`src/rtl/definitions_pkg.sv`:
```
// Shared constants and types for the UART-to-Canny datapath.
package definitions_pkg;

   localparam int             FIFO_WIDTH        = 8;
   localparam logic [7:0]     FRAME_SYNC_BYTE   = 8'hA5;
   localparam int             MAX_FRAME_DIM     = 1024;
   localparam int             FRAME_TIMEOUT_CYC = 1_000_000;

   typedef enum logic [2:0] {
      ST_IDLE,
      ST_W_HI,
      ST_W_LO,
      ST_H_HI,
      ST_H_LO,
      ST_STREAM
   } frame_state_t;

   // Legal dimension: non-zero and within max_dim; the full 16-bit wire value is compared.
   function automatic logic dim_ok(input logic [15:0] v, input int max_dim);
      return (v != 16'd0) && (int'(v) <= max_dim);
   endfunction

endpackage

```
`src/rtl/frame_rx_parser_if.sv`:
```
// Byte-in / pixel-out stream bundle between the UART receiver and the edge pipeline.
interface frame_rx_parser_if
   import definitions_pkg::*;
#(
   parameter int DATA_W = FIFO_WIDTH
);
   logic [DATA_W-1:0] byte_in;
   logic              byte_in_valid;
   logic [DATA_W-1:0] pixel_out;
   logic              pixel_out_valid;
   logic              sof;
   logic              eol;
   logic              eof;

   modport master (
      output byte_in, byte_in_valid,
      input  pixel_out, pixel_out_valid, sof, eol, eof
   );

   modport slave (
      input  byte_in, byte_in_valid,
      output pixel_out, pixel_out_valid, sof, eol, eof
   );
endinterface

```
`src/rtl/frame_rx_parser_timeout_cnt.sv`:
```
// Saturating idle counter; expired fires on the cycle whose edge would reach TIMEOUT_CYC.
module frame_timeout_cnt
   import definitions_pkg::*;
#(
   parameter int TIMEOUT_CYC = FRAME_TIMEOUT_CYC,
   localparam int CNT_W      = $clog2(TIMEOUT_CYC + 1)
) (
   input  logic clk,
   input  logic rstN,
   input  logic clr,
   input  logic en,
   output logic expired
);
   localparam logic [CNT_W-1:0] LIMIT = CNT_W'(TIMEOUT_CYC);

   logic [CNT_W-1:0] cnt;

   always_ff @(posedge clk) begin
      if (!rstN || clr)
         cnt <= '0;
      else if (en && cnt != LIMIT)
         cnt <= cnt + CNT_W'(1);
   end

   assign expired = en && !clr && (cnt == LIMIT - CNT_W'(1));

endmodule

```
`src/rtl/frame_rx_parser.sv`:
```
// Sync hunt, 4-byte big-endian width/height header, then width*height tagged pixels.
//
//   state     | meaning
//   ST_IDLE   | hunting for SYNC_BYTE, other bytes dropped
//   ST_W_HI   | expecting width high byte
//   ST_W_LO   | expecting width low byte
//   ST_H_HI   | expecting height high byte
//   ST_H_LO   | expecting height low byte, header checked here
//   ST_STREAM | forwarding pixels with sof/eol/eof
module frame_rx_parser
   import definitions_pkg::*;
#(
   parameter int                DATA_W      = FIFO_WIDTH,
   parameter logic [DATA_W-1:0] SYNC_BYTE   = DATA_W'(FRAME_SYNC_BYTE),
   parameter int                MAX_DIM     = MAX_FRAME_DIM,
   parameter int                DIM_W       = $clog2(MAX_DIM + 1),
   parameter int                TIMEOUT_CYC = FRAME_TIMEOUT_CYC
) (
   input  logic             clk,
   input  logic             rstN,
   frame_rx_parser_if.slave bus,
   output logic [DIM_W-1:0] frame_width,
   output logic [DIM_W-1:0] frame_height,
   output logic             busy,
   output logic             hdr_err,
   output logic             timeout
);
   frame_state_t     state;
   logic [15:0]      w_tmp;
   logic [7:0]       h_hi;
   logic [15:0]      h_full;
   logic [DIM_W-1:0] col;
   logic [DIM_W-1:0] row;
   logic             last_col;
   logic             last_row;
   logic             tmo_expired;
   logic             tmo_clr;
   logic             tmo_en;

   assign h_full   = {h_hi, bus.byte_in[7:0]};
   assign last_col = (col == frame_width - DIM_W'(1));
   assign last_row = (row == frame_height - DIM_W'(1));
   assign busy     = (state != ST_IDLE);
   assign tmo_en   = (state != ST_IDLE);
   assign tmo_clr  = bus.byte_in_valid || (state == ST_IDLE);

   frame_timeout_cnt #(
      .TIMEOUT_CYC (TIMEOUT_CYC)
   ) u_timeout_cnt (
      .clk     (clk),
      .rstN    (rstN),
      .clr     (tmo_clr),
      .en      (tmo_en),
      .expired (tmo_expired)
   );

   always_ff @(posedge clk) begin
      if (!rstN) begin
         state               <= ST_IDLE;
         w_tmp               <= '0;
         h_hi                <= '0;
         col                 <= '0;
         row                 <= '0;
         frame_width         <= '0;
         frame_height        <= '0;
         bus.pixel_out       <= '0;
         bus.pixel_out_valid <= 1'b0;
         bus.sof             <= 1'b0;
         bus.eol             <= 1'b0;
         bus.eof             <= 1'b0;
         hdr_err             <= 1'b0;
         timeout             <= 1'b0;
      end else begin
         bus.pixel_out_valid <= 1'b0;
         bus.sof             <= 1'b0;
         bus.eol             <= 1'b0;
         bus.eof             <= 1'b0;
         hdr_err             <= 1'b0;
         timeout             <= 1'b0;

         // expired already excludes a same-cycle byte, so the byte wins
         if (tmo_expired) begin
            timeout <= 1'b1;
            state   <= ST_IDLE;
         end else if (bus.byte_in_valid) begin
            case (state)
               ST_IDLE: begin
                  if (bus.byte_in == SYNC_BYTE)
                     state <= ST_W_HI;
               end
               ST_W_HI: begin
                  w_tmp[15:8] <= bus.byte_in[7:0];
                  state       <= ST_W_LO;
               end
               ST_W_LO: begin
                  w_tmp[7:0] <= bus.byte_in[7:0];
                  state      <= ST_H_HI;
               end
               ST_H_HI: begin
                  h_hi  <= bus.byte_in[7:0];
                  state <= ST_H_LO;
               end
               ST_H_LO: begin
                  if (dim_ok(w_tmp, MAX_DIM) && dim_ok(h_full, MAX_DIM)) begin
                     frame_width  <= w_tmp[DIM_W-1:0];
                     frame_height <= h_full[DIM_W-1:0];
                     col          <= '0;
                     row          <= '0;
                     state        <= ST_STREAM;
                  end else begin
                     hdr_err <= 1'b1;
                     state   <= ST_IDLE;
                  end
               end
               ST_STREAM: begin
                  bus.pixel_out       <= bus.byte_in;
                  bus.pixel_out_valid <= 1'b1;
                  bus.sof             <= (col == '0) && (row == '0);
                  bus.eol             <= last_col;
                  bus.eof             <= last_col && last_row;
                  if (last_col) begin
                     col <= '0;
                     row <= row + DIM_W'(1);
                     if (last_row)
                        state <= ST_IDLE;
                  end else begin
                     col <= col + DIM_W'(1);
                  end
               end
               default: state <= ST_IDLE;
            endcase
         end
      end
   end

endmodule

```
`src/flat_wrapper.sv`:
```
// flat-port wrapper written by rule: the top's interface ports become plain ports
module frame_rx_parser_flat import definitions_pkg::*;
#(
   parameter int                DATA_W      = FIFO_WIDTH,
   parameter logic [DATA_W-1:0] SYNC_BYTE   = DATA_W'(FRAME_SYNC_BYTE),
   parameter int                MAX_DIM     = MAX_FRAME_DIM,
   parameter int                DIM_W       = $clog2(MAX_DIM + 1),
   parameter int                TIMEOUT_CYC = FRAME_TIMEOUT_CYC
)
  (clk, rstN, frame_width, frame_height, busy, hdr_err, timeout, bus_byte_in, bus_byte_in_valid, bus_pixel_out, bus_pixel_out_valid, bus_sof, bus_eol, bus_eof);
  frame_rx_parser_if #(.DATA_W(DATA_W)) bus_i ();
  input  logic clk;
  input  logic rstN;
  output logic [DIM_W-1:0] frame_width;
  output logic [DIM_W-1:0] frame_height;
  output logic busy;
  output logic hdr_err;
  output logic timeout;
  input wire logic [$bits(bus_i.byte_in)-1:0] bus_byte_in;
  input wire logic [$bits(bus_i.byte_in_valid)-1:0] bus_byte_in_valid;
  output wire logic [$bits(bus_i.pixel_out)-1:0] bus_pixel_out;
  output wire logic [$bits(bus_i.pixel_out_valid)-1:0] bus_pixel_out_valid;
  output wire logic [$bits(bus_i.sof)-1:0] bus_sof;
  output wire logic [$bits(bus_i.eol)-1:0] bus_eol;
  output wire logic [$bits(bus_i.eof)-1:0] bus_eof;
  assign bus_i.byte_in = bus_byte_in;
  assign bus_i.byte_in_valid = bus_byte_in_valid;
  assign bus_pixel_out = bus_i.pixel_out;
  assign bus_pixel_out_valid = bus_i.pixel_out_valid;
  assign bus_sof = bus_i.sof;
  assign bus_eol = bus_i.eol;
  assign bus_eof = bus_i.eof;
  frame_rx_parser #(.DATA_W(DATA_W), .SYNC_BYTE(SYNC_BYTE), .MAX_DIM(MAX_DIM), .DIM_W(DIM_W), .TIMEOUT_CYC(TIMEOUT_CYC)) u_core (.clk(clk), .rstN(rstN), .bus(bus_i), .frame_width(frame_width), .frame_height(frame_height), .busy(busy), .hdr_err(hdr_err), .timeout(timeout));
endmodule
```
`config.mk`:
```
export PLATFORM = sky130hd
export DESIGN_NAME = frame_rx_parser_flat
export DESIGN_NICKNAME = d
export VERILOG_FILES = /design/src/rtl/definitions_pkg.sv /design/src/rtl/frame_rx_parser_if.sv /design/src/rtl/frame_rx_parser_timeout_cnt.sv /design/src/rtl/frame_rx_parser.sv /design/src/flat_wrapper.sv
export SDC_FILE = /design/constraint.sdc
export NUM_CORES = 1
export LEC_CHECK = 0
export ABC_AREA = 1
export CORE_UTILIZATION = 30
export CTS_CLUSTER_SIZE = 30
export DETAILED_ROUTE_END_ITERATION = 7
export GPL_ROUTABILITY_DRIVEN = 0
export GPL_TIMING_DRIVEN = 0
export PLACE_DENSITY = 0.45
export SLEW_MARGIN = 25
export SYNTH_ARGS = -nofsm -noshare
export SYNTH_HDL_FRONTEND = slang
export SYNTH_SLANG_ARGS = --single-unit
```
`constraint.sdc`:
```
create_clock -name clk -period 2.95 [get_ports clk]
set_input_delay 0.4425 -clock clk [delete_from_list [all_inputs] [get_ports clk]]
set_output_delay 0.4425 -clock clk [all_outputs]
set_load 0.05 [all_outputs]
```
Word-level counts from Yosys, hierarchy flattened
Index checks and enable logic that the tools add are counted.
{"block": "totals", "in_bits": 11, "output_inout_bits": 37, "ff_bits": 105, "elab_cells": 86}
{"block": "op_classes", "reduce_logical": 31, "magnitude_cmp": 2, "muxes": 13, "n_eq_ne": 14, "n_addsub": 5, "n_bitwise": 5}
{"op": "11-bit case mux with 2 select lines", "n": 2}
{"op": "11-bit 2-to-1 mux", "n": 3}
{"op": "16-bit by 11-bit less-or-equal comparator with 1-bit output (second input constant)", "n": 2}
{"op": "16-bit nonzero test", "n": 2}
{"op": "11-bit by 1-bit adder with 11-bit output (second input constant)", "n": 2}
{"op": "11-bit equality test", "n": 2}
{"op": "11-bit zero test", "n": 2}
{"op": "11-bit by 1-bit subtractor with 11-bit output (second input constant)", "n": 2}
{"op": "20-bit by 1-bit adder with 20-bit output (second input constant)", "n": 1}
{"op": "20-bit equality test (second input constant)", "n": 1}
{"op": "20-bit inequality test (second input constant)", "n": 1}
{"op": "3-bit case mux with 6 select lines", "n": 1}
{"op": "3-bit 2-to-1 mux", "n": 4}
{"op": "3-bit AND reduction", "n": 4}
{"op": "4-bit AND reduction", "n": 3}
{"op": "8-bit equality test (second input constant)", "n": 1}
{"op": "1-bit logical AND", "n": 8}
{"op": "4-bit OR reduction", "n": 2}
{"op": "3-bit by 2-bit equality test with 1-bit output (second input constant)", "n": 2}
{"op": "3-bit equality test (second input constant)", "n": 2}
{"op": "2-bit by 1-bit inequality test with 1-bit output (second input constant)", "n": 3}
{"op": "1-bit NOT", "n": 5}
{"op": "5-bit AND reduction", "n": 1}
{"op": "3-bit by 1-bit equality test with 1-bit output (second input constant)", "n": 1}
{"op": "other kinds (9)", "n": 13}

Logic depth before layout (Yosys ltp)
Gate-level depths: netlist (run 1).
{"block": "depth", "ltp_word": 7, "depth_mapped": 17, "depth_no_buf": 16}

Modules after synthesis
From an unflattened synthesis (run 1), not the netlist that was laid out.
{"block": "hier_totals", "cells_unflattened": 872, "hier_area_um2": 5909.4}
{"module": "frame_rx_parser", "instances": 1, "area_each_um2": 4515.6, "cells_per_inst": 659, "seq_area_each_um2": 1701.6}
{"module": "frame_timeout_cnt", "instances": 1, "area_each_um2": 1393.8, "cells_per_inst": 213, "seq_area_each_um2": 400.4}

Least setup slack after synthesis (run 1)
No wires, ideal clock.
{"block": "synth_timing", "kind": "reg2reg", "from": "register u_core.frame_width[0]", "to": "register u_core.col[7]", "arrival_time_ns": 2.220, "n_path_buf": 0, "period_less_slack_ns": 2.335, "path_stages_with_launch": 14, "path_slack_ns": 0.615, "cell_sequence": "dfxtp_1 -> inv_1 -> ha_1 -> xor2_1 -> nand2_1 -> nor2_1 -> nand3_1 -> nor2_2 -> nand3_2 -> nand2_2 -> nand2_1 -> nand2_2 -> nor2_1 -> and2_1"}
{"block": "synth_between", "elab_chain_len": 4}
{"element": "start: declaration", "line": "frame_rx_parser.sv:22", "source": "output logic [DIM_W-1:0] frame_width,"}
{"element": "start signal: assignment", "line": "frame_rx_parser.sv:105", "source": "frame_width <= w_tmp[DIM_W-1:0];"}
{"element": "11-bit by 1-bit subtractor with 11-bit output", "line": "frame_rx_parser.sv:41", "source": "assign last_col = (col == frame_width - DIM_W'(1));"}
{"element": "11-bit equality test", "line": "frame_rx_parser.sv:41"}
{"element": "11-bit 2-to-1 mux", "line": "frame_rx_parser.sv:121", "source": "if (last_col) begin"}
{"element": "11-bit case mux with 2 select lines", "line": "frame_rx_parser.sv:86", "source": "case (state)"}
{"element": "end signal: assignment", "line": "frame_rx_parser.sv:127", "source": "col <= col + DIM_W'(1);"}
{"element": "end: declaration", "line": "frame_rx_parser.sv:32", "source": "logic [DIM_W-1:0] col;"}
Every way passes these cells.
A chain may end at the register's enable or synchronous reset.

Final worst setup path (run 1)
{"block": "layout_timing", "from": "input bus_byte_in[5]", "to": "register u_core.frame_height[6]"}
{"block": "layout_between", "elab_chain_len": 4, "elab_cells_between_ends": 5}
{"element": "start: declaration", "line": "flat_wrapper.sv:19", "source": "input wire logic [$bits(bus_i.byte_in)-1:0] bus_byte_in;"}
{"element": "16-bit by 11-bit less-or-equal comparator with 1-bit output / 16-bit nonzero test (equally long branches)", "line": "definitions_pkg.sv:20", "source": "return (v != 16'd0) && (int'(v) <= max_dim);"}
{"element": "1-bit logical AND (*)", "line": "definitions_pkg.sv:20"}
{"element": "1-bit logical AND (*)", "line": "frame_rx_parser.sv:104", "source": "if (dim_ok(w_tmp, MAX_DIM) && dim_ok(h_full, MAX_DIM)) begin"}
{"element": "4-bit AND reduction (no line) (*)"}
{"element": "end signal: assignment", "line": "frame_rx_parser.sv:106", "source": "frame_height <= h_full[DIM_W-1:0];"}
{"element": "end: declaration", "line": "frame_rx_parser.sv:23", "source": "output logic [DIM_W-1:0] frame_height,"}
Mark *: on every way between the ends. The rest lies on a longest branch, timed or not.

==> impl_summary.txt, run 1 <==
----------------------------------------------------
[Worst setup path]
  Crit Path Category ... in2reg
  Worst flop-to-flop path endpoint ... u_core.col[7]
  Crit. End Element ... register
  Required time at the worst-slack endpoint ... 3180 ps
  Number of cell instances on the worst register-to-register path ... 16
  Largest driver fanout on the critical path ... 10
  Worst R2R Start ... u_core.frame_width[0]
  Startpoint type of the worst setup path ... input port
  Reg2Reg Setup Slack ... 630 ps
  Worst Path Arrival ... 2760 ps

[Hold path]
  Endpoint of the worst hold-timing path ... u_core.h_hi[4]
  Hold Path Class ... in2reg
  Hold path depth ... 3
  Min-Delay Startpoint ... bus_byte_in_valid

[STA]
  Total count of hold-check failures in the final report ... 0
  Clock Skews ... 13.4 ps
  RSZ-0062 raised after global routing ... false
  Sum of negative setup slack ... 0 ps
  Final setup fails ... 0
  Max Clk Rate ... 395 MHz
  Slew @ Worst Pin ... 680 ps
  Share of the cycle needed by the critical path after routing ... 85.8%
  Final-report max-slew violation count ... 0
  Final period demand of the worst path ... 2530 ps
  Worst max-slew margin expressed relative to the limit ... 54.5%

[Place]
  Number of port buffers ... 46
  Post-DP HPWL ... 13,400 um

[Clock network]
  H-tree levels ... 3
  CTS hold repair buffers ... 0
  Cell at the root of the clock tree ... clkbuf_16
  Worst-skew pair later-pin latency ... 350 ps
  Post-cts repair resize count ... 0
  Clock sink count ... 105
  Bufs on Longest Clock Path ... 2
  Total CTS buffers ... 9
  CTS tree ... yes
  Worst-path clk slew ... 70 ps
  Post-CTS Setup Inserts ... 0

[Die]
  Overall die area ... 19,900 um2
  Initial Utilization ... 30.7%
  Die X-Extent ... 141 um
  Number of placement rows ... 50
  Core area ... 18,800 um2
  Height of the die ... 141 um
  I/O pin total ... 48

[Job]
  Maxcap violations ... 0

[Yosys]
  Total nets after synthesis ... 881
  Number of warnings printed during yosys synthesis ... 0
  Dominant register cell in the synthesized netlist ... dfxtp_1
  Fraction of synthesized cell area taken by the top area cell type ... 36.3%
  Post-synth EDFFs ... 0
  Synth top cells by count ... nand2_1, dfxtp_1, nor2_1
  Most instantiated library cell after synthesis ... nand2_1
  Top area cells in the synthesized netlist ... dfxtp_1, nand2_1, a21oi_1
  Yosys top cell by area ... dfxtp_1
  Post-Synthesis Cells ... 862
  Synthesized area divided by synthesized cell count ... 6.72 um2
  Post-synthesis instance area ... 5790 um2
  Synth Register Bits ... 105
  Number of distinct standard cells referenced by the synthesized netlist ... 36
  Part of the Yosys area used for sequential elements ... 36.3%
  Post-synthesis async set-or-reset flop share ... 0%

[Power]
  Worst voltage drop across the vdd grid ... 361 uV
  Power per cell area ... 718 nW/um2
  Leakage ... 2.70 nW

[Route]
  WL per Instance ... 14.3 um
  Sum of routed wire length over all layers ... 17,000 um
  Number of detailed-routing iterations run before antenna repair ... 4
  Remaining design rule violation count ... 0
  DRT iter0 DRCs ... 354
  Via density per instance ... 4.73
  Overall via count from detail_route ... 5,597
  Antenna-violating nets left ... 0

[GRT]
  Global routing usage summed across all routing layers ... 17.9%
  Global-route wire length before repair ... 27,900 um
  Maximum number of pins on one net before global-route repair ... 18
  Initial antenna violation count ... 0
  Via count of the first global-routing pass ... 5,307
  Congestion Overflow GR ... 0

[Cells and area]
  Number of diodes ... 0
  Nets ... 938
  Share of the core filled with cells ... 36.5%
  Share of final-layout standard cells stronger than drive strength 1 ... 6.17%
  Fill cell instance count of the final layout ... 2,060
  Synth-to-layout area growth ... 18.8%

[Run status]
  Status ... completed

----------------------------------------------------
[routing by layer]
layer / track usage, % / wire, um / vias up
met4: 3.49 / 146 / 0
met2: 28.9 / 7580 / 84
met5: 0 / 0 / -
met1: 24.5 / 8690 / 2563
met3: 3.63 / 559 / 12
li1: - / - / 2938
[cells by family after synthesis]
group,Yosys count,synth area share [%]
compound gates,147,13.3
simple gates,438,34.2
xor+xnor,33,4.99
buf+inv,131,9.49
flops,105,36.3
fa+ha+maj,8,1.73
[state kept, by name, indices dropped and copies added (netlist names)]
name / flops
u_core.h_hi: 8
u_core.frame_height: 11
u_core.frame_width: 11
u_core.bus.pixel_out: 8
u_core.u_timeout_cnt.cnt: 20
u_core.hdr_err: 1
u_core.col: 11
u_core.bus.sof: 1
u_core.state: 3
u_core.bus.pixel_out_valid: 1
u_core.timeout: 1
u_core.bus.eof: 1
u_core.row: 11
u_core.bus.eol: 1
u_core.w_tmp: 16
[stage by stage]
stage               cells  hold slack [ps]  power, mW  worst slack (ps)  instance area (um2)
floorplan             862              434       3.19               615                 5790
global placement     1168              453       3.74              22.1                 6580
detailed placement   1168              456       3.73              26.4                 6580
CTS                  1184              427       5.02               409                 6880
global route         1184              445       5.33               279                 6880
finish               1184              443       4.94               419                 6880
[worst max path at each step]
stage          slack (ps)                   from                      to
6_report              420         bus_byte_in[5]  u_core.frame_height[6]
5_1_grt               280         bus_byte_in[5]  u_core.frame_height[6]
4_1_cts               410         bus_byte_in[5]  u_core.frame_height[8]
3_5_place_dp           30         bus_byte_in[5]  u_core.frame_height[8]
3_3_place_gp           20         bus_byte_in[5]  u_core.frame_height[8]
2_1_floorplan         610  u_core.frame_width[0]           u_core.col[7]
[placed cells by master, fill, tap and decap left out, types with 7 or more instances in the layout]
| master | Yosys | final |
|---|---|---|
| xor2_1 | 21 | 21 |
| o21ai_0 | 54 | 54 |
| clkdlybuf4s50_1 | 0 | 46 |
| nand2_1 | 180 | 180 |
| inv_1 | 99 | 99 |
| xnor2_1 | 12 | 12 |
| nand4_1 | 27 | 27 |
| nor4_1 | 8 | 8 |
| nand2_2 | 8 | 8 |
| dfxtp_1 | 105 | 105 |
| a21oi_1 | 80 | 80 |
| clkbuf_16 | 0 | 9 |
| a211oi_1 | 8 | 8 |
| clkbuf_1 | 13 | 15 |
| buf_2 | 7 | 7 |
| nand3_1 | 57 | 57 |
| nor3_1 | 27 | 27 |
| nor2_1 | 101 | 101 |
| ha_1 | 8 | 8 |
[worst max-delay path, cell delays in order]
cell	delay [ps]
clkdlybuf4s50_1	550
inv_1	270
nand4_1	110
nor2_1	170
nand2_1	70
nand2_1	70
nand2_2	60
nor2_4	160
nand2_2	120
buf_2	200
buf_2	180
o21ai_0	280
a21oi_1	70
[final cells by class]
class                           count  area (um2)  area share, %
Clock inverter                      4        58.8          0.855
Sequential cell                   105        2100           30.6
Clock buffer                       12         246           3.58
Inverter                          105         394           5.73
Timing Repair Buffer               46         460           6.69
Buffer                             26         155           2.25
Tap cell                          260         325           4.73
Multi-Input combinational cell    626        3140           45.6
[where the power goes]
group / switching [mW] / internal, mW / leakage [nW]
Sequential: 0.141 / 1.55 / 0.847
Clock: 0.560 / 0.694 / 0.149
Combinational: 1.34 / 0.653 / 1.71
Total: 2.04 / 2.90 / 2.70
Power figures use the tool's default switching activity.
==> inputs of run 2 (changes only) <==
Settings changed: DONT_BUFFER_PORTS from default to 1, PLACE_DENSITY 0.45 to 0.42.
==> run 2 against run 1 <==
Critical endpoint is now u_core.col[7]. Fmax shrank 5.0%. Via count shrank 4.1%. Clock power shrank 4%. Combinational power shrank 15%. Sequential share of layout area grew 2.3 points. Design area shrank 6.9%.
==> impl_summary.txt, run 2 (synthesis gave the netlist of run 1 again) <==
----------------------------------------------------
[GRT]
  Congestion Overflow GR ... 0
  Via count of the first global-routing pass ... 5,278
  Global routing usage summed across all routing layers ... 18.6%
  Initial antenna violation count ... 0
  Global Route met2 Usage ... 29.7%
  Maximum number of pins on one net before global-route repair ... 19
  Met1 global-route usage ... 25.3%
  M3 GR Usage ... 3.70%
  Busiest layer in global routing ... met2
  Global-route wire length before repair ... 28,600 um

[Worst setup path]
  Crit. End Element ... register
  Number of cell instances on the worst register-to-register path ... 15
  Crit Path Category ... reg2reg
  Worst flop-to-flop path endpoint ... u_core.col[7]
  Longest individual stage delay on the worst path ... 710 ps
  Cell occurring most often along the worst timing path ... nand2_1
  Origin of the worst setup path ... u_core.frame_width[1]
  Startpoint type of the worst setup path ... register
  Largest driver fanout on the critical path ... 9
  Worst Path Arrival ... 2920 ps
  Slowest-stage cell, CP ... dfxtp_1
  Reg2Reg Setup Slack ... 280 ps
  Cell breakdown of the critical path ... inv_1, ha_1, inv_1, nand2_1, nand3_1, nand2_1, nor2_1, nand3_1, nor2_2, nand3_2, nand2_2, nand2_1, nand2_2, nor2_1, and2_1
  Worst R2R Start ... u_core.frame_width[1]
  Required time at the worst-slack endpoint ... 3210 ps

[Cells and area]
  Filler-free cell count of the finished design ... 1,138
  Nets ... 892
  Share of final-layout standard cells stronger than drive strength 1 ... 6.72%
  Fill cell instance count of the final layout ... 2,107
  Area occupied by multi-input gates ... 3140 um2
  Largest register FFs ... 20
  Most used cells in the layout excluding fill and tap cells ... nand2_1, dfxtp_1, nor2_1, inv_1, a21oi_1
  Most common cell after layout, fill and taps aside ... nand2_1
  Storage element area ... 2100 um2
  Number of diodes ... 0
  Register with the highest flop count ... u_core.u_timeout_cnt.cnt
  Largest registers ... u_core.u_timeout_cnt.cnt x20, u_core.w_tmp x16
  Synth-to-layout area growth ... 10.6%

[Clock network]
  H-tree levels ... 3
  Worst-path clk slew ... 80 ps
  CTS tree ... yes
  Total CTS buffers ... 9
  Worst-skew pair later-pin latency ... 360 ps
  Clock sink count ... 105
  Post-CTS Setup Inserts ... 0
  Bufs on Longest Clock Path ... 2
  Cell at the root of the clock tree ... clkbuf_16

[Route]
  Via density per instance ... 4.72
  WL per Instance ... 15.4 um
  Remaining design rule violation count ... 0
  Number of detailed-routing iterations run before antenna repair ... 5
  Antenna-violating nets left ... 0
  Overall via count from detail_route ... 5,370
  Sum of routed wire length over all layers ... 17,600 um
  DRT iter0 DRCs ... 306

[Die]
  Core area ... 18,800 um2
  Initial Utilization ... 30.7%
  I/O pin total ... 48
  Number of placement rows ... 50
  Die X-Extent ... 141 um
  Height of the die ... 141 um
  Overall die area ... 19,900 um2

[Power]
  Leakage ... 2.53 nW
  Power per cell area ... 747 nW/um2
  Worst voltage drop across the vdd grid ... 311 uV

[STA]
  Worst max-slew margin expressed relative to the limit ... 42.9%
  Clock Skews ... 12.0 ps
  Final setup fails ... 0
  Sum of negative setup slack ... 0 ps
  Final period demand of the worst path ... 2670 ps
  Share of the cycle needed by the critical path after routing ... 90.4%
  Total count of hold-check failures in the final report ... 0
  RSZ-0062 raised after global routing ... false
  Slew @ Worst Pin ... 856 ps
  Max Clk Rate ... 375 MHz
  Final-report max-slew violation count ... 0

[Hold path]
  Hold path depth ... 2
  Endpoint of the worst hold-timing path ... u_core.w_tmp[9]
  Min-Delay Startpoint ... bus_byte_in[1]
  Hold Path Class ... in2reg

[Run status]
  Status ... completed

[Place]
  Post-DP HPWL ... 13,800 um
  Number of port buffers ... 0
  Instance count after placement with tap cells included ... 1,122

[Job]
  Maxcap violations ... 0

----------------------------------------------------
run 2: cell count changes in the layout (fill, tap and decap cells not counted), sizes merged:
cell | previous run | this run
bufinv | 1 | 0
clkbuf | 25 | 24
clkdlybuf4s50 | 46 | 0
clkinv | 2 | 1
clkinvlp | 0 | 2
inv | 106 | 107
run 2: timing repair:
action,4_1_cts,5_1_grt
gates resized for setup,0,1
hold buffers,0,0
setup endpoints to repair,0,17
run 2: layout make-up:
class | instances | share of cell area [%]
multi-input combinational | 626 | 49.0
sequential | 105 | 32.9
inverter | 105 | 6.16
tap | 260 | 5.08
clock buffer | 11 | 3.79
buffer | 26 | 2.42
clock inverter | 5 | 0.684
run 2: worst max-delay path, delay by kind of cell (launching register included):
family / cells / cell delay [ps]
AND/OR/NAND/NOR: 12 / 1320
flip-flops: 1 / 710
buffers and inverters: 2 / 250
adder cells (fa/ha/maj): 1 / 290
run 2: metrics by stage:
step / hold slack [ps] / worst slack, ps / cell area, um2 / util [%] / power, mW
3_3_place_gp: 457 / 136 / 6110 / 32.5 / 3.64
3_5_place_dp: 454 / 136 / 6110 / 32.5 / 3.62
6_report: 235 / 284 / 6400 / 34.0 / 4.78
2_1_floorplan: 434 / 615 / 5790 / - / 3.19
4_1_cts: 222 / 114 / 6400 / 34.0 / 4.84
5_1_grt: 227 / 23.0 / 6400 / 34.0 / 5.16
run 2: worst max path at each step:
stage,end,slack [ps]
3_3_place_gp,u_core.col[7],140
3_5_place_dp,u_core.col[7],140
4_1_cts,u_core.col[7],110
2_1_floorplan,u_core.col[7],610
6_report,u_core.col[7],280
5_1_grt,u_core.col[7],20
run 2: layer usage:
metal,up-vias,routed length (um)
met5,-,0
met1,2419,8880
met3,15,676
met4,0,259
li1,2845,-
met2,91,7750
run 2: report_power, final:
part,internal [mW],switching (mW),total [mW]
combinational,0.550,1.15,1.70
sequential,1.55,0.327,1.88
clock,0.610,0.592,1.20
total,2.71,2.07,4.78
==> RTL change 1: new RTL, config.mk and constraints of run 1 <==
Set the package constant `FIFO_WIDTH` to 12 (it was 8).
--- a/src/rtl/definitions_pkg.sv
+++ b/src/rtl/definitions_pkg.sv
@@ -2,5 +2,5 @@
 package definitions_pkg;
 
-   localparam int             FIFO_WIDTH        = 8;
+   localparam int             FIFO_WIDTH        = 12;
    localparam logic [7:0]     FRAME_SYNC_BYTE   = 8'hA5;
    localparam int             MAX_FRAME_DIM     = 1024;
Interface: changed (resized bus_byte_in and bus_pixel_out); port bits go from 48 to 56. The function was not compared with the original's and may differ.
==> RTL change 1 against run 1 <==
  * Routed wire length grew 3.6%
  * Worst setup slack lost 0.016 ns
  * Sequential cell count grew 4
  * Largest power group unchanged
  * Total power shrank 3.0%
  * Combinational power shrank 6%
  * Hold slack gained 0.020 ns
  * Largest cell class unchanged
  * Clock skew shrank 0.0018 ns
  * Area after synthesis grew 0.52%
  * Die area grew 0.51%
  * Cell count grew 1.1%
  * Cell area grew 1.1%
==> RTL change 1: results <==
[pwr]
powerSeq_mw = 1.75
power_frac_comb = 0.393
finalPower_mw = 4.79
leakage_nw = 2.68
sw_frac_of_total = 0.417
max-vdd-ir-drop_mv = 0.258

[setup_path]
arrival_ns = 2.11
max_stage_delay_ns = 0.71
startpoint = u_core.state[2]
critPathCapture = busy
reg2reg_slack_ns = 0.73
crit_fanout = 6
r2r_start = u_core.frame_height[0]
r2r_end = u_core.state[0]

[detailed_routing]
wirelength_microns = 17600
wl_met3_microns = 509
via_per_inst = 4.61
wl_met2_microns = 7910
drt_iter0_markers = 351
m1WireLength_microns = 8960

[yosys]
yosysWarnings = 0
synth_area_leaders = dfxtp_1 37%, nand2_1 12%, nor2_1 9.0%
synth.top_cells.by_count = 187 x nand2_1, 139 x nor2_1, 109 x dfxtp_1
synthesis.nets = 890
avgSynthCellArea_sq_um = 6.71
seq_area_frac_synth = 0.375

[sta]
hold_slack_ns = 0.463
setup_slack_ns = 0.402
relSlewSlack = 0.543
skew_ns = 0.0116

[worst_hold_path]
hp-start = u_core.w_tmp[0]
min_path_cells = 2
hold_end = u_core.w_tmp[0]
hold_class = reg -> reg

[global_routing]
grt_pass1_wl_microns = 28800
globalRouteMet2Util = 0.300
grt_pass1_vias = 5331
antenna_found_initial = 0
grt_usage = 0.186
use_met1 = 0.257
grt_max_degree = 18
grt.met3_usage = 0.0314

[layout]
fin_util = 0.370
drive_above_1_share = 0.0544
nets = 956
fin_cells = 1197
reg.largest.list = u_core.u_timeout_cnt.cnt: 20 flops, u_core.w_tmp: 16 flops, u_core.bus.pixel_out: 12 flops
nFillCells = 2040

[place]
place_ws_ns = 0.251
placed_area_sq_um = 6700
port_buffers = 55
hpwl_microns = 13400

[clock_tree]
cts-root-buf = clkbuf_16
cts_tree = yes
insertion_delay_ns = 0.36
h-tree-depth = 3
post_cts_resized = 0

[status]
status = finished, final reports clean
==> RTL change 1: cell count changes after synthesis, moves of 5 or more <==
cell and change:
nor2_1 +38, o21ai_0 -18, a21oi_1 -17, a211oi_1 +10
inv_1 -9, nand4_1 -9, xor2_1 +8, nand2_1 +7
nor2_2 +7, nand3_1 +6, xnor2_1 -5
==> RTL change 1: final cells by class <==
type | count | area share
plain buffers | 26 | 0.0183
clock buffers | 10 | 0.0329
clock inverters | 5 | 0.00503
inverters | 94 | 0.0507
multi-input cells | 638 | 0.454
flip-flops and latches | 109 | 0.314
well taps | 260 | 0.0467
repair buffers | 55 | 0.0791
==> RTL change 1: kinds of logic (layout without fill, tap and decap cells) <==
kind of cell | count (synthesis) | after routing | synth area share
and+or+nand+nor | 473 | 473 | 0.357
AOI/OAI and AO/OA | 121 | 121 | 0.114
buffers and inverters | 120 | 190 | 0.0826
DFF | 109 | 109 | 0.375
xor gates and xnor gates | 36 | 36 | 0.0542
adders and majority gates | 8 | 8 | 0.0172
==> RTL change 2: new RTL, flow settings as in run 1 <==
Made on the original files. Reset style: asynchronous (`rstN`), changed in one clocked block.
--- a/src/rtl/frame_rx_parser.sv
+++ b/src/rtl/frame_rx_parser.sv
@@ -55,5 +55,5 @@
    );
 
-   always_ff @(posedge clk) begin
+   always_ff @(posedge clk or negedge rstN) begin
       if (!rstN) begin
          state               <= ST_IDLE;
Check against the original RTL: differs if rstN is asserted again (counterexample within 4 cycles, from zero or initial values and one cycle with rstN low); with rstN held inactive, the same outputs for 4 cycles.
==> RTL change 2 against run 1 <==
  * The flow now finishes with violations (hold timing)
  * Sequential cell count stayed put
  * Worst setup slack better by 0.082 ns
  * Routed wire length hardly changed
  * Synthesized cell count is 3.4% lower
  * Total power is 14% higher
  * Largest cell class unchanged
  * Area after synthesis is 4.2% higher
  * Cell area is 4.1% higher
==> RTL change 2: results <==
[pwr]
p_int_mw = 3.20
p_comb_mw = 2.19
max-vdd-ir-drop_mv = 0.624
leakage_nw = 3.23
powerSeq_mw = 2.13
sw_frac_of_total = 0.430

[setup_path]
max_stage_delay_ns = 0.83
r2r_end = u_core.col[3]
r2r_start = u_core.frame_width[0]
arrival_ns = 2.01
crit_slowest_cell = clkdlybuf4s50_1
reg2reg_slack_ns = 0.56
crit_fanout = 7

[place]
place_ws_ns = 0.324
port_buffers = 47
hpwl_microns = 12900
place_inst = 1146
placed_area_sq_um = 6860

[layout]
fin_cells = 1162
reg.largest.list = u_core.u_timeout_cnt.cnt: 20 flops, u_core.w_tmp: 16 flops
drive_above_1_share = 0.0635
nFillCells = 2150
multi_input_area_sq_um = 3000
nets = 911

[global_routing]
grt_pass1_vias = 5126
grt_pass1_wl_microns = 27900
grt_usage = 0.177
grt_max_degree = 47

[sta]
hold_slack_ns = -0.0178
hold_viol_final = 4
skew_ns = 0.0104
relSlewSlack = 0.634

[clock_tree]
insertion_delay_ns = 0.36
post_cts_buffers = 0
h-tree-depth = 3
clk_path_buf_depth = 2
cts-root-buf = clkbuf_16
cts_buffers = 9

[yosys]
synthesis.nets = 852
ys.flop_type = dfrtp_1
yosysUniqueCellTypes = 37
synth.top_cells.by_count = 238 x nand2_1, 103 x inv_1, 85 x dfrtp_1
async_flop_share = 0.810
synth_area_leaders = dfrtp_1 35%, nand2_1 15%, dfxtp_1 6.6%
seq_area_frac_synth = 0.419
avgSynthCellArea_sq_um = 7.24

[worst_hold_path]
hold_class = in -> async

[detailed_routing]
drt_iter0_markers = 353
drtPass1Iterations = 5
wire_per_inst_microns = 14.6
vias = 5366

[status]
violations = hold timing
status = complete, but fails checks
-- RTL change 2: cell families after synthesis --
logic type | share of synthesized area
AND/OR/NAND/NOR | 0.342
buffers and inverters | 0.0834
flip-flops | 0.419
AO/OA/AOI/OAI | 0.0940
XOR/XNOR | 0.0450
adder cells (fa/ha/maj) | 0.0166
-- RTL change 2: per-layer routing --
layer  vias to the layer above  global-route usage  share of wire
met5                         -                   0              0
met4                         0              0.0420          0.010
met3                        11              0.0317          0.034
met2                        75               0.276           0.44
met1                      2480               0.254           0.51
li1                       2800                   -              -
-- RTL change 2: cell type report --
cell class,count,area share
multi-input combinational,605,0.419
sequential,105,0.353
timing repair buffer,48,0.0697
inverter,107,0.0571
tap,265,0.0463
clock buffer,10,0.0320
buffer,16,0.0131
clock inverter,6,0.0105
-- RTL change 2: how the worst max path moves through the flow --
stage,from,endpoint,slack (ns),depth (start not counted)
CTS,u_core.state[1],busy,0.48,5
detailed placement,bus_byte_in[3],u_core.col[5],0.32,13
finish,u_core.state[1],busy,0.50,5
global route,u_core.frame_width[0],u_core.col[4],0.23,16
floorplan,u_core.frame_width[0],u_core.row[10],0.63,17
global placement,rstN,u_core.u_timeout_cnt.cnt[0],-2.47,5
-- RTL change 2: worst register-to-register path: stages (launching register included) --
cell and delay [ns]:
dfrtp_1 0.44, inv_1 0.13, ha_1 0.17, inv_1 0.06, nor2_2 0.18, nand2_1 0.07, nand2_1 0.10, nand3_1 0.08
nand2_1 0.09, nand3_1 0.09, nor2_2 0.13, nand3_2 0.18, nand2_4 0.17, nand2_8 0.10, buf_8 0.17, nand2_1 0.07
nor2_1 0.04
